### config.mk
export PLATFORM = sky130hd
export DESIGN_NAME = lsu_bus_master
export DESIGN_NICKNAME = d
export VERILOG_FILES = /design/src/rtl/lsu_bus_master.sv
export SDC_FILE = /design/constraint.sdc
export NUM_CORES = 1
export LEC_CHECK = 0
export BUFFER_PORTS_ARGS = -buffer_cell sky130_fd_sc_hd__buf_2
export CORE_AREA = 10 10 141 143
export CTS_CLUSTER_DIAMETER = 200
export CTS_CLUSTER_SIZE = 30
export DETAILED_ROUTE_END_ITERATION = 12
export DIE_AREA = 0 0 151 153
export PLACE_DENSITY = 0.72
export SLEW_MARGIN = 10
export SYNTH_ARGS = -nofsm -noshare
export SYNTH_HDL_FRONTEND = slang
export SYNTH_SLANG_ARGS = --single-unit
### constraint.sdc
create_clock -name clk -period 2.6 [get_ports clk]
set_input_delay 0.26 -clock clk [delete_from_list [all_inputs] [get_ports clk]]
set_output_delay 0.26 -clock clk [all_outputs]
set_load 0.02 [all_outputs]
### src/rtl/lsu_bus_master.sv
// LSU-to-peripheral-bus initiator: one request at a time, sub-word stores via
// read-modify-write, load lane extraction/extension, misalignment and timeout errors.
module lsu_bus_master #(
    parameter int TIMEOUT_CYCLES = 64,
    parameter int CNT_W          = 8
) (
    input  logic        clk,
    input  logic        rst_n,
    input  logic        req_valid,
    output logic        req_ready,
    input  logic        req_we,
    input  logic [31:0] req_addr,
    input  logic [31:0] req_wdata,
    input  logic [1:0]  req_size,
    input  logic        req_unsigned,
    output logic        rsp_valid,
    input  logic        rsp_ready,
    output logic [31:0] rsp_rdata,
    output logic        rsp_err,
    output logic        bus_en,
    output logic        bus_we,
    output logic [31:0] bus_addr,
    output logic [31:0] bus_wdata,
    input  logic [31:0] bus_rdata,
    input  logic        bus_ready,
    output logic [2:0]  dbg_state
);

    // Handshakes: a transfer happens on a rising clk edge where valid and ready
    // are both 1; valid and its payload stay stable until that edge.
    typedef enum logic [2:0] {
        S_IDLE    = 3'd0,
        S_RD      = 3'd1,
        S_WR      = 3'd2,
        S_RMW_RD  = 3'd3,
        S_RMW_GAP = 3'd4,
        S_RMW_WR  = 3'd5,
        S_RESP    = 3'd6
    } state_t;

    state_t           r_state;
    logic             r_req_ready;
    logic             r_rsp_valid;
    logic [31:0]      r_rsp_rdata;
    logic             r_rsp_err;
    logic             r_bus_en;
    logic             r_bus_we;
    logic [31:0]      r_bus_addr;
    logic [31:0]      r_bus_wdata;
    logic [CNT_W-1:0] r_cnt;
    logic [1:0]       r_lane;
    logic [1:0]       r_size;
    logic             r_unsigned;
    logic [15:0]      r_wdata_lo;

    logic             w_misaligned;
    logic             w_timeout;
    logic [7:0]       w_byte;
    logic [15:0]      w_half;
    logic [31:0]      w_load_data;
    logic [31:0]      w_merged;

    assign req_ready = r_req_ready;
    assign rsp_valid = r_rsp_valid;
    assign rsp_rdata = r_rsp_rdata;
    assign rsp_err   = r_rsp_err;
    assign bus_en    = r_bus_en;
    assign bus_we    = r_bus_we;
    assign bus_addr  = r_bus_addr;
    assign bus_wdata = r_bus_wdata;
    assign dbg_state = r_state;

    assign w_misaligned = (req_size == 2'd3) ||
                          (req_size == 2'd1 && req_addr[0]) ||
                          (req_size == 2'd2 && req_addr[1:0] != 2'b00);
    assign w_timeout    = (r_cnt == CNT_W'(TIMEOUT_CYCLES - 1));

    always_comb begin
        w_byte = bus_rdata[7:0];
        case (r_lane)
            2'd1:    w_byte = bus_rdata[15:8];
            2'd2:    w_byte = bus_rdata[23:16];
            2'd3:    w_byte = bus_rdata[31:24];
            default: w_byte = bus_rdata[7:0];
        endcase
        w_half = r_lane[1] ? bus_rdata[31:16] : bus_rdata[15:0];
        case (r_size)
            2'd0:    w_load_data = r_unsigned ? {24'h0, w_byte} : {{24{w_byte[7]}}, w_byte};
            2'd1:    w_load_data = r_unsigned ? {16'h0, w_half} : {{16{w_half[15]}}, w_half};
            default: w_load_data = bus_rdata;
        endcase
    end

    // The bus has no byte strobes, so untouched lanes come from the word just read.
    always_comb begin
        w_merged = bus_rdata;
        if (r_size == 2'd0) begin
            case (r_lane)
                2'd1:    w_merged[15:8]  = r_wdata_lo[7:0];
                2'd2:    w_merged[23:16] = r_wdata_lo[7:0];
                2'd3:    w_merged[31:24] = r_wdata_lo[7:0];
                default: w_merged[7:0]   = r_wdata_lo[7:0];
            endcase
        end else if (r_lane[1]) begin
            w_merged[31:16] = r_wdata_lo;
        end else begin
            w_merged[15:0] = r_wdata_lo;
        end
    end

    always_ff @(posedge clk or negedge rst_n) begin
        if (!rst_n) begin
            r_state     <= S_IDLE;
            r_req_ready <= 1'b1;
            r_rsp_valid <= 1'b0;
            r_rsp_rdata <= 32'h0;
            r_rsp_err   <= 1'b0;
            r_bus_en    <= 1'b0;
            r_bus_we    <= 1'b0;
            r_bus_addr  <= 32'h0;
            r_bus_wdata <= 32'h0;
            r_cnt       <= '0;
            r_lane      <= 2'd0;
            r_size      <= 2'd0;
            r_unsigned  <= 1'b0;
            r_wdata_lo  <= 16'h0;
        end else begin
            case (r_state)
                S_IDLE: begin
                    if (req_valid && r_req_ready) begin
                        r_req_ready <= 1'b0;
                        r_lane      <= req_addr[1:0];
                        r_size      <= req_size;
                        r_unsigned  <= req_unsigned;
                        r_wdata_lo  <= req_wdata[15:0];
                        r_cnt       <= '0;
                        if (w_misaligned) begin
                            r_rsp_valid <= 1'b1;
                            r_rsp_err   <= 1'b1;
                            r_rsp_rdata <= 32'h0;
                            r_state     <= S_RESP;
                        end else begin
                            r_bus_en    <= 1'b1;
                            r_bus_addr  <= {req_addr[31:2], 2'b00};
                            r_bus_we    <= req_we && (req_size == 2'd2);
                            r_bus_wdata <= (req_we && req_size == 2'd2) ? req_wdata : 32'h0;
                            if (!req_we)
                                r_state <= S_RD;
                            else if (req_size == 2'd2)
                                r_state <= S_WR;
                            else
                                r_state <= S_RMW_RD;
                        end
                    end
                end
                S_RD, S_WR, S_RMW_RD, S_RMW_WR: begin
                    // Completion wins over a timeout landing in the same cycle.
                    if (bus_ready) begin
                        r_bus_en <= 1'b0;
                        r_bus_we <= 1'b0;
                        if (r_state == S_RMW_RD) begin
                            r_bus_we    <= 1'b1;
                            r_bus_wdata <= w_merged;
                            r_state     <= S_RMW_GAP;
                        end else begin
                            r_rsp_valid <= 1'b1;
                            r_rsp_err   <= 1'b0;
                            r_rsp_rdata <= (r_state == S_RD) ? w_load_data : 32'h0;
                            r_state     <= S_RESP;
                        end
                    end else if (w_timeout) begin
                        r_bus_en    <= 1'b0;
                        r_bus_we    <= 1'b0;
                        r_rsp_valid <= 1'b1;
                        r_rsp_err   <= 1'b1;
                        r_rsp_rdata <= 32'h0;
                        r_state     <= S_RESP;
                    end else begin
                        r_cnt <= r_cnt + 1'b1;
                    end
                end
                S_RMW_GAP: begin
                    r_bus_en <= 1'b1;
                    r_cnt    <= '0;
                    r_state  <= S_RMW_WR;
                end
                S_RESP: begin
                    if (rsp_ready) begin
                        r_rsp_valid <= 1'b0;
                        r_rsp_rdata <= 32'h0;
                        r_rsp_err   <= 1'b0;
                        r_req_ready <= 1'b1;
                        r_state     <= S_IDLE;
                    end
                end
                default: r_state <= S_IDLE;
            endcase
        end
    end

endmodule
==> impl_metrics.ini, run 1 <==
[min_path]
hold_path_class = primary input to flip-flop

[clocking]
post_cts_buffers = 0
worstSkewPairLatency_ps = 420
cts.path.max_buffers = 2
root_buffer = clkbuf_16
cts.reportedPaths.clkPinSlew_ps = 60
htree_num_levels = 4
cts_buffers = 17
clock-sinks = 131
cts_tree = built
cts_resized = 0

[global_routing]
grt_max_degree = 132
use_met1_pct = 22.7
use_met2_pct = 29.2
grt_pass1_wl_um = 33900
top_usage_layer = met2
antenna_found_initial = 7
grt_overflow_total = 0
grt_pass1_vias = 6011
grtUsageTotal_pct = 18.7
met3_usage_pct = 8.24

[synth]
synthTopCellsByCount = dfrtp_1 (130), nor2_1 (71), mux2_2 (66)
yosysSeqAreaShare_pct = 49.2
syn_inst = 628
synth.top_cells.by_area = dfrtp_1 (49%), mux2_2 (11%), nor2_1 (4.0%)
syn_area_sq_um = 6670
synth_cell_types = 57
synth-main-ff-cell = dfrtp_1
yosysMostFrequentCell = dfrtp_1
ys_warn_count = 0
synth_edf_count = 0
synth_top_cell_area_share_pct = 48.8
async_reset_ff_share_pct = 100
synth-seq-cells = 131
yosysTopAreaCell = dfrtp_1
syn_avg_cell_area_sq_um = 10.6

[sta]
tightest_slew_ps = 813
rsz0062_at_grt = false
setup_viol = 0
fmaxAchievable_mhz = 445
period_needed_ps = 2250
finalHoldViolCount = 0
final.setup.tns_ps = 0
post-route-period-util_pct = 86.5
fin_skew_ps = 6.37
slew_viol_final = 0
slew_headroom_pct = 45.6

[worst_setup_path]
worst_ep_arrival_time_ps = 2590
endpoint_kind = flip-flop
worst_setup_path_start_kind = flip-flop
crit_required_ps = 2940
max_stage_delay_ps = 560
slowest_stage = dfrtp_1
ff2ff_setup_slack_ps = 350
worstPathMaxFanout = 31
crit_type = flip-flop to flip-flop
path_cells = or2_1 -> a2111o_1 -> o21ai_4 -> buf_12 -> nor2_1 -> a31oi_1

[power_and_ir_drop]
finalPower_w = 0.0112
irDropWorstVdd_v = 0.000619
leakage_nw = 4.00
power_density_nw_per_um2 = 1310

[cells_and_area]
drive_above_1_share_pct = 40.2
fillCellCount = 1612
fin_area_sq_um = 8490
finalNetCount = 926
syn2layout_area_growth_pct = 27.3

[routing]
viasPerCell = 5.51
drtAntennaViolNets = 0
firstDrtPassIters = 5
wl_um = 21900
via_count = 5829
drt-wirelength-per-cell_um = 20.7
drt_iter0_drc = 608
drc = 0

[die]
die_w_um = 151
pin_count = 209
core_sq_um = 17100
start_util_pct = 39.1
dieArea_sq_um = 23100
fp.dieH_um = 153
std_cell_rows = 48

[placement]
postPlaceCellArea_sq_um = 7910
numPortBuffers = 206
hpwl_um = 16400
place_congestion = 0.902

[flow_run]
drv_cap = 0

[status]
run_status = finished clean
==> routing by layer <==
layer / share of wire (%) / vias to the layer above
li1: - / 2725
met1: 40 / 2785
met2: 46 / 270
met3: 12 / 43
met4: 1.8 / 6
met5: 0.15 / -
==> power breakdown <==
part	internal [W]	switching, W	total, W	leakage [nW]
Clock	0.00147	0.000855	0.00232	0.272
Combinational	0.00204	0.00322	0.00526	2.08
Sequential	0.00293	0.000641	0.00357	1.65
==> registers in the layout, indices dropped and copies added, names as in the netlist, 2 cells and up <==
| name | count |
|---|---|
| r_size | 2 |
| r_lane | 2 |
| bus_wdata | 32 |
| dbg_state | 3 |
| bus_addr | 30 |
| r_wdata_lo | 16 |
| rsp_rdata | 32 |
| r_cnt | 8 |
==> per-stage QoR <==
| step | instances | hold slack (ps) | worst slack [ps] | utilization [%] |
|---|---|---|---|---|
| 2_1_floorplan | 629 | -35.6 | 583 | - |
| 3_3_place_gp | 1025 | 432 | 478 | 46.4 |
| 3_5_place_dp | 1025 | 439 | 414 | 46.4 |
| 4_1_cts | 1055 | 46.0 | 371 | 49.7 |
| 5_1_grt | 1055 | 58.2 | 162 | 49.7 |
| 6_report | 1058 | 64.2 | 352 | 49.8 |
==> logic make-up after synthesis <==
| logic type | share of synthesized area, % |
|---|---|
| AOI/OAI and AO/OA | 20.3 |
| other | 0.0563 |
| adders and majority gates | 0.188 |
| and+or+nand+nor | 10.4 |
| buffers and inverters | 4.28 |
| muxes | 14.9 |
| xor gates and xnor gates | 0.788 |
| DFF | 49.2 |
==> path summary, 6_finish.rpt <==
path / start / to / cells past startpoint
max reg2reg: dbg_state[1] / bus_wdata[8] / 6
min in group asynchronous: rst_n / r_cnt[5] / 3
max: dbg_state[1] / bus_wdata[8] / 6
max in group asynchronous: rst_n / rsp_rdata[14] / 3
min reg2reg: rsp_rdata[29] / rsp_rdata[29] / 1
min: req_addr[21] / bus_addr[21] / 2
==> worst max-delay path: cells and delay by family (launching register included) <==
kind | cells | cell delay (ps)
AO/OA/AOI/OAI | 3 | 900
buffers and inverters | 1 | 250
AND/OR/NAND/NOR | 2 | 440
flip-flops | 1 | 560
==> cell usage in the layout (no fill, tap or decap), types with 4 or more instances in the layout <==
| cell | Yosys | routed |
|---|---|---|
| or3_1 | 5 | 5 |
| a31oi_1 | 20 | 20 |
| clkbuf_1 | 28 | 4 |
| o211ai_1 | 4 | 4 |
| buf_4 | 5 | 16 |
| mux4_2 | 7 | 7 |
| xor2_1 | 6 | 6 |
| clkbuf_16 | 0 | 17 |
| inv_1 | 14 | 14 |
| o221ai_1 | 16 | 16 |
| nand2b_1 | 6 | 6 |
| a221o_1 | 14 | 14 |
| nand2_1 | 43 | 43 |
| a21oi_1 | 42 | 42 |
| and3_1 | 11 | 11 |
| mux2i_1 | 9 | 9 |
| a22oi_1 | 16 | 16 |
| o22ai_1 | 8 | 8 |
| o2bb2ai_1 | 25 | 25 |
| o21ai_0 | 18 | 18 |
| nor2_1 | 71 | 71 |
| buf_2 | 15 | 205 |
| dfrtp_1 | 130 | 130 |
| mux2_2 | 66 | 66 |
==> what timing repair did <==
action,4_1_cts,5_1_grt
hold buffers,1,0
endpoints found under the hold margin,68,0
setup endpoints to repair,0,0
==> area by class of cell <==
cell class                      count  area (sq um)  share of cell area, %
Antenna cell                        3          7.51                 0.0885
Multi-Input combinational cell    432          3110                   36.6
Tap cell                          225           282                   3.32
Clock inverter                      5          77.6                  0.914
Inverter                           14          52.6                  0.619
Sequential cell                   131          3280                   38.6
Timing Repair Buffer              224          1200                   14.1
Clock buffer                       24           482                   5.68
(Power assumes the default switching activity.)
==> run 2: changes to the inputs <==
ABC_AREA = 1   (was unset)
CORE_AREA = 10 10 150 152   (was 10 10 141 143)
DIE_AREA = 0 0 160 162   (was 0 0 151 153)
MAX_ROUTING_LAYER = met4   (was unset)
PLACE_DENSITY = 0.73   (was 0.72)
clock period = 2 ns   (was 2.6 ns; I/O delays follow)
==> impl_metrics.ini, run 2 <==
[placement]
hpwl_um = 20500
place_congestion = 0.950
postPlaceCellArea_sq_um = 8970
numPortBuffers = 206
placedCellCount = 1531

[cells_and_area]
drive_above_1_share_pct = 22.7
seq_area_sq_um = 3280
finalNetCount = 1408
syn2layout_area_growth_pct = 27.2
layoutNonFillerInstCount = 1586
final_cell_mix = nand2_1 (394), buf_2 (205), dfrtp_1 (129)
fillCellCount = 1974
layout_commonest_cell = nand2_1
fin_area_sq_um = 9730
multi_input_area_sq_um = 3620

[synth]
syn_avg_cell_area_sq_um = 6.98
synth_edf_count = 0
syn_area_sq_um = 7650
yosysMostFrequentCell = nand2_1
ys_warn_count = 0
yosysSeqAreaShare_pct = 42.9
synth-main-ff-cell = dfrtp_1
syn_inst = 1095
synth-seq-cells = 131
yosysTopAreaCell = dfrtp_1
synth.top_cells.by_area = dfrtp_1 (43%), nand2_1 (19%), nand3_1 (6.8%)
async_reset_ff_share_pct = 100
synth_cell_types = 40
synthTopCellsByCount = nand2_1 (394), dfrtp_1 (130), nand3_1 (104)
synth_top_cell_area_share_pct = 42.5

[worst_setup_path]
crit_buf_inv = 2
rr_worst_depth = 9
r2r-end = rsp_rdata[1]
endpoint_kind = flip-flop
ff2ff_setup_slack_ps = 180
slowest_stage = dfrtp_1
max_stage_delay_ps = 410
path_cells = ha_1 -> nand2_1 -> inv_1 -> nand4_1 -> nand2_2 -> nand2_2 -> buf_6 -> o21ai_0 -> nand2_1
crit_type = flip-flop to flip-flop
worst_setup_path_start_kind = flip-flop
critPathLaunch = r_cnt[0]
worstPathMaxFanout = 35
r2r_start = r_cnt[0]
path_delay_family = simple AND/OR/NAND/NOR gates
worst_ep_arrival_time_ps = 2130
crit_required_ps = 2310

[global_routing]
grtUsageTotal_pct = 21.3
grt_pass1_wl_um = 43500
grt_overflow_total = 0
grt_pass1_vias = 7876
antenna_found_initial = 6
grt_max_degree = 50

[sta]
setup_viol = 0
post-route-period-util_pct = 91.2
rsz0062_at_grt = false
slew_viol_final = 0
tightest_slew_ps = 658
slew_headroom_pct = 56.1
fin_skew_ps = 10.2
final.setup.tns_ps = 0
fmaxAchievable_mhz = 548
finalHoldViolCount = 0
period_needed_ps = 1820

[clocking]
cts_tree = built
clock-sinks = 131
cts.path.max_buffers = 2
worstSkewPairLatency_ps = 430
post_cts_buffers = 0
htree_num_levels = 4
cts_buffers = 17
root_buffer = clkbuf_16
cts.reportedPaths.clkPinSlew_ps = 60

[routing]
drtAntennaViolNets = 0
wl_um = 27100
drt_iter0_drc = 696
via_count = 8075
drc = 0
viasPerCell = 5.09
firstDrtPassIters = 5
drt-wirelength-per-cell_um = 17.1

[die]
start_util_pct = 39.4
die_w_um = 160
pin_count = 209
fp.dieH_um = 162
core_sq_um = 19400
std_cell_rows = 51
dieArea_sq_um = 25900

[min_path]
hold_depth = 3
hold_start = req_addr[23]
hold_path_class = primary input to flip-flop
hold_end = bus_addr[23]

[flow_run]
drv_cap = 0

[power_and_ir_drop]
leakage_nw = 5.38
power_density_nw_per_um2 = 1660
irDropWorstVdd_v = 0.000743

[status]
run_status = finished clean
run 2: per-layer routing:
| layer | part of all wire (%) | up-vias | GRT usage (%) |
|---|---|---|---|
| li1 | - | 3940 | - |
| met1 | 44 | 3775 | 27.8 |
| met2 | 48 | 324 | 33.0 |
| met3 | 6.6 | 36 | 3.87 |
| met4 | 1.6 | 0 | 6.93 |
| met5 | 0 | - | - |
run 2: final cells by class:
type	count	share of cell area (%)
clock buffers	20	4.80
clock inverters	12	0.991
diodes	6	0.154
inverters	105	4.10
flip-flops and latches	131	33.7
multi-input cells	791	37.2
well taps	265	3.41
repair buffers	256	15.6
run 2: cell families (layout without fill, tap and decap cells):
| family | count (synthesis) | after routing | synth area share [%] |
|---|---|---|---|
| xor+xnor | 3 | 3 | 0.344 |
| simple gates | 580 | 580 | 31.7 |
| flops | 131 | 131 | 42.9 |
| compound gates | 205 | 205 | 14.8 |
| other cells | 1 | 8 | 0.0490 |
| fa+ha+maj | 1 | 1 | 0.164 |
| buf+inv | 174 | 393 | 9.98 |
run 2: power breakdown:
| part | total (W) | internal [W] | leakage, nW | switching, W |
|---|---|---|---|---|
| logic | 0.00877 | 0.00277 | 3.41 | 0.00600 |
| clock network | 0.00297 | 0.00170 | 0.266 | 0.00127 |
| registers | 0.00436 | 0.00370 | 1.70 | 0.000663 |
| total | 0.0161 | 0.00817 | 5.38 | 0.00793 |
run 2: what timing repair did:
item	in CTS	in global routing
endpoints found under the setup margin	0	41
hold buffers	17	0
endpoints found under the hold margin	146	0
resized for setup	0	7
run 2: how the worst max path moves through the flow:
stage	to	slack, ps	cells past startpoint
2_1_floorplan	rsp_rdata[16]	380	9
3_3_place_gp	bus_wdata[5]	170	9
3_5_place_dp	bus_wdata[6]	130	9
4_1_cts	bus_wdata[6]	110	9
5_1_grt	rsp_rdata[1]	20	9
6_report	rsp_rdata[1]	180	9
run 2: through the flow:
step	utilization, %	total power, W	setup slack, ps	hold WS (ps)
4_1_cts	50.0	0.0161	108	0.0823
3_3_place_gp	46.2	0.0129	172	2.55
5_1_grt	50.1	0.0174	23.1	10.1
2_1_floorplan	-	0.0103	378	-95.6
6_report	50.1	0.0161	177	1.73
3_5_place_dp	46.2	0.0131	129	3.17
run 2: tightest hold or removal path, cell delays in order:
cell	delay, ps
buf_2	70
nand3_1	60
nand2_1	60
==> run 3: changes to the inputs <==
CAP_MARGIN = 20   (was unset)
CORE_AREA = 10 10 186 188   (was 10 10 150 152)
DIE_AREA = 0 0 196 198   (was 0 0 160 162)
MAX_ROUTING_LAYER = unset   (was met4)
PLACE_DENSITY = 0.53   (was 0.73)
==> impl_metrics.ini, run 3 (synthesis results as in run 2) <==
[sta]
final.setup.tns_ps = 0
rsz0062_at_grt = false
fin_skew_ps = 6.88
finalHoldViolCount = 0
period_needed_ps = 1800
setup_viol = 0
slew_viol_final = 0
fmaxAchievable_mhz = 555
post-route-period-util_pct = 90.2

[global_routing]
antenna_found_initial = 6
grt_pass1_vias = 8032
grtUsageTotal_pct = 15.2
grt_pass1_wl_um = 46700
grt_max_degree = 74
grt_overflow_total = 0

[routing]
drc = 0
viasPerCell = 4.56
firstDrtPassIters = 6
drtAntennaViolNets = 0
wl_um = 29800
via_count = 7987
drt_iter0_drc = 628
drt-wirelength-per-cell_um = 17.0

[clocking]
cts.path.max_buffers = 2
cts_tree = built
htree_num_levels = 4
worstSkewPairLatency_ps = 420
cts_buffers = 17
cts.reportedPaths.clkPinSlew_ps = 60
root_buffer = clkbuf_16
clock-sinks = 131

[worst_setup_path]
max_stage_delay_ps = 450
rr_worst_depth = 11
ff2ff_setup_slack_ps = 200
critPathLaunch = dbg_state[0]
worstPathMaxFanout = 35
crit_type = flip-flop to flip-flop
worst_ep_arrival_time_ps = 2110
endpoint_kind = flip-flop
slowest_stage = dfrtp_1
crit_buf_inv = 3
r2r_start = dbg_state[0]
endpoint = rsp_err
path_cells = nor2_2 -> inv_2 -> nand2_4 -> inv_4 -> nor2_1 -> nand2_1 -> nand2_2 -> buf_12 -> nor2_1 -> nand2_1 -> nand2_1
path_delay_family = simple AND/OR/NAND/NOR gates
crit_top_cell = nand2_1
r2r-end = rsp_err
crit_required_ps = 2300
crit_cells = 11
worst_setup_path_start_kind = flip-flop

[die]
pin_count = 209
fp.dieH_um = 198
core_sq_um = 31100
dieArea_sq_um = 38800
start_util_pct = 24.6
die_w_um = 196
std_cell_rows = 65

[min_path]
hold_path_class = primary input to flip-flop

[cells_and_area]
fillCellCount = 3408
drive_above_1_share_pct = 22.0
finalNetCount = 1435
syn2layout_area_growth_pct = 34.0
layout_commonest_cell = nand2_1
fin_area_sq_um = 10200
final_cell_mix = nand2_1 (394), buf_2 (205), dfrtp_1 (129)

[power_and_ir_drop]
finalPower_w = 0.0165
leakage_nw = 5.53
irDropWorstVdd_v = 0.000994
power_density_nw_per_um2 = 1610

[placement]
postPlaceCellArea_sq_um = 9180
numPortBuffers = 206
hpwl_um = 22800
place_congestion = 0.874

[flow_run]
drv_cap = 0

[status]
run_status = finished clean
## run 3: layout make-up
| cell class | instances | area (sq um) | area share [%] |
|---|---|---|---|
| clock inverters | 9 | 128 | 1.25 |
| well taps | 402 | 503 | 4.91 |
| multi-input cells | 791 | 3620 | 35.3 |
| inverters | 105 | 397 | 3.87 |
| flip-flops and latches | 131 | 3280 | 32.0 |
| clock buffers | 23 | 478 | 4.67 |
| repair buffers | 283 | 1830 | 17.8 |
| diodes | 6 | 15.0 | 0.147 |
## run 3: layer usage
metal | part of all wire (%) | track usage, %
met5 | 0 | 0
met1 | 44 | 19.7
met2 | 48 | 24.3
met3 | 6.1 | 3.65
met4 | 2.0 | 5.32
## run 3: worst reg2reg max path, cell delays in order (launching register included)
cell	delay [ps]
dfrtp_1	450
nor2_2	230
inv_2	100
nand2_4	150
inv_4	90
nor2_1	150
nand2_1	90
nand2_2	80
buf_12	180
nor2_1	70
nand2_1	70
nand2_1	50
## run 3: report_power, final
part / leakage, nW / internal [W] / switching (W)
clock: 0.289 / 0.00205 / 0.00120
combinational: 3.54 / 0.00285 / 0.00610
sequential: 1.70 / 0.00370 / 0.000634
total: 5.53 / 0.00860 / 0.00793
## run 3: how the worst min path moves through the flow
stage	from	endpoint	slack, ps	depth (start not counted)
final	req_wdata[13]	r_wdata_lo[13]	20	3
after global routing	req_wdata[12]	r_wdata_lo[12]	30	3
after CTS	req_wdata[13]	r_wdata_lo[13]	1	3
after detailed placement	rst_n	bus_wdata[8]	160	1
after global placement	rst_n	bus_wdata[12]	150	1
after floorplan	rst_n	bus_addr[10]	-100	0
## run 3: stage by stage
| step | cells | hold WS (ps) | util (%) | setup slack, ps |
|---|---|---|---|---|
| floorplan | 1096 | -95.6 | - | 378 |
| global placement | 1668 | 146 | 29.6 | 217 |
| detailed placement | 1668 | 158 | 29.6 | 179 |
| CTS | 1743 | 1.43 | 32.9 | 153 |
| global route | 1748 | 26.0 | 33.0 | 28.1 |
| finish | 1750 | 19.1 | 33.0 | 197 |
## run 3: what timing repair did
| action | in CTS | in global routing |
|---|---|---|
| endpoints found under the setup margin | 0 | 26 |
| hold buffers | 43 | 0 |
| hold endpoints to repair | 77 | 0 |
| setup buffers | 0 | 1 |
| resized for setup | 0 | 4 |
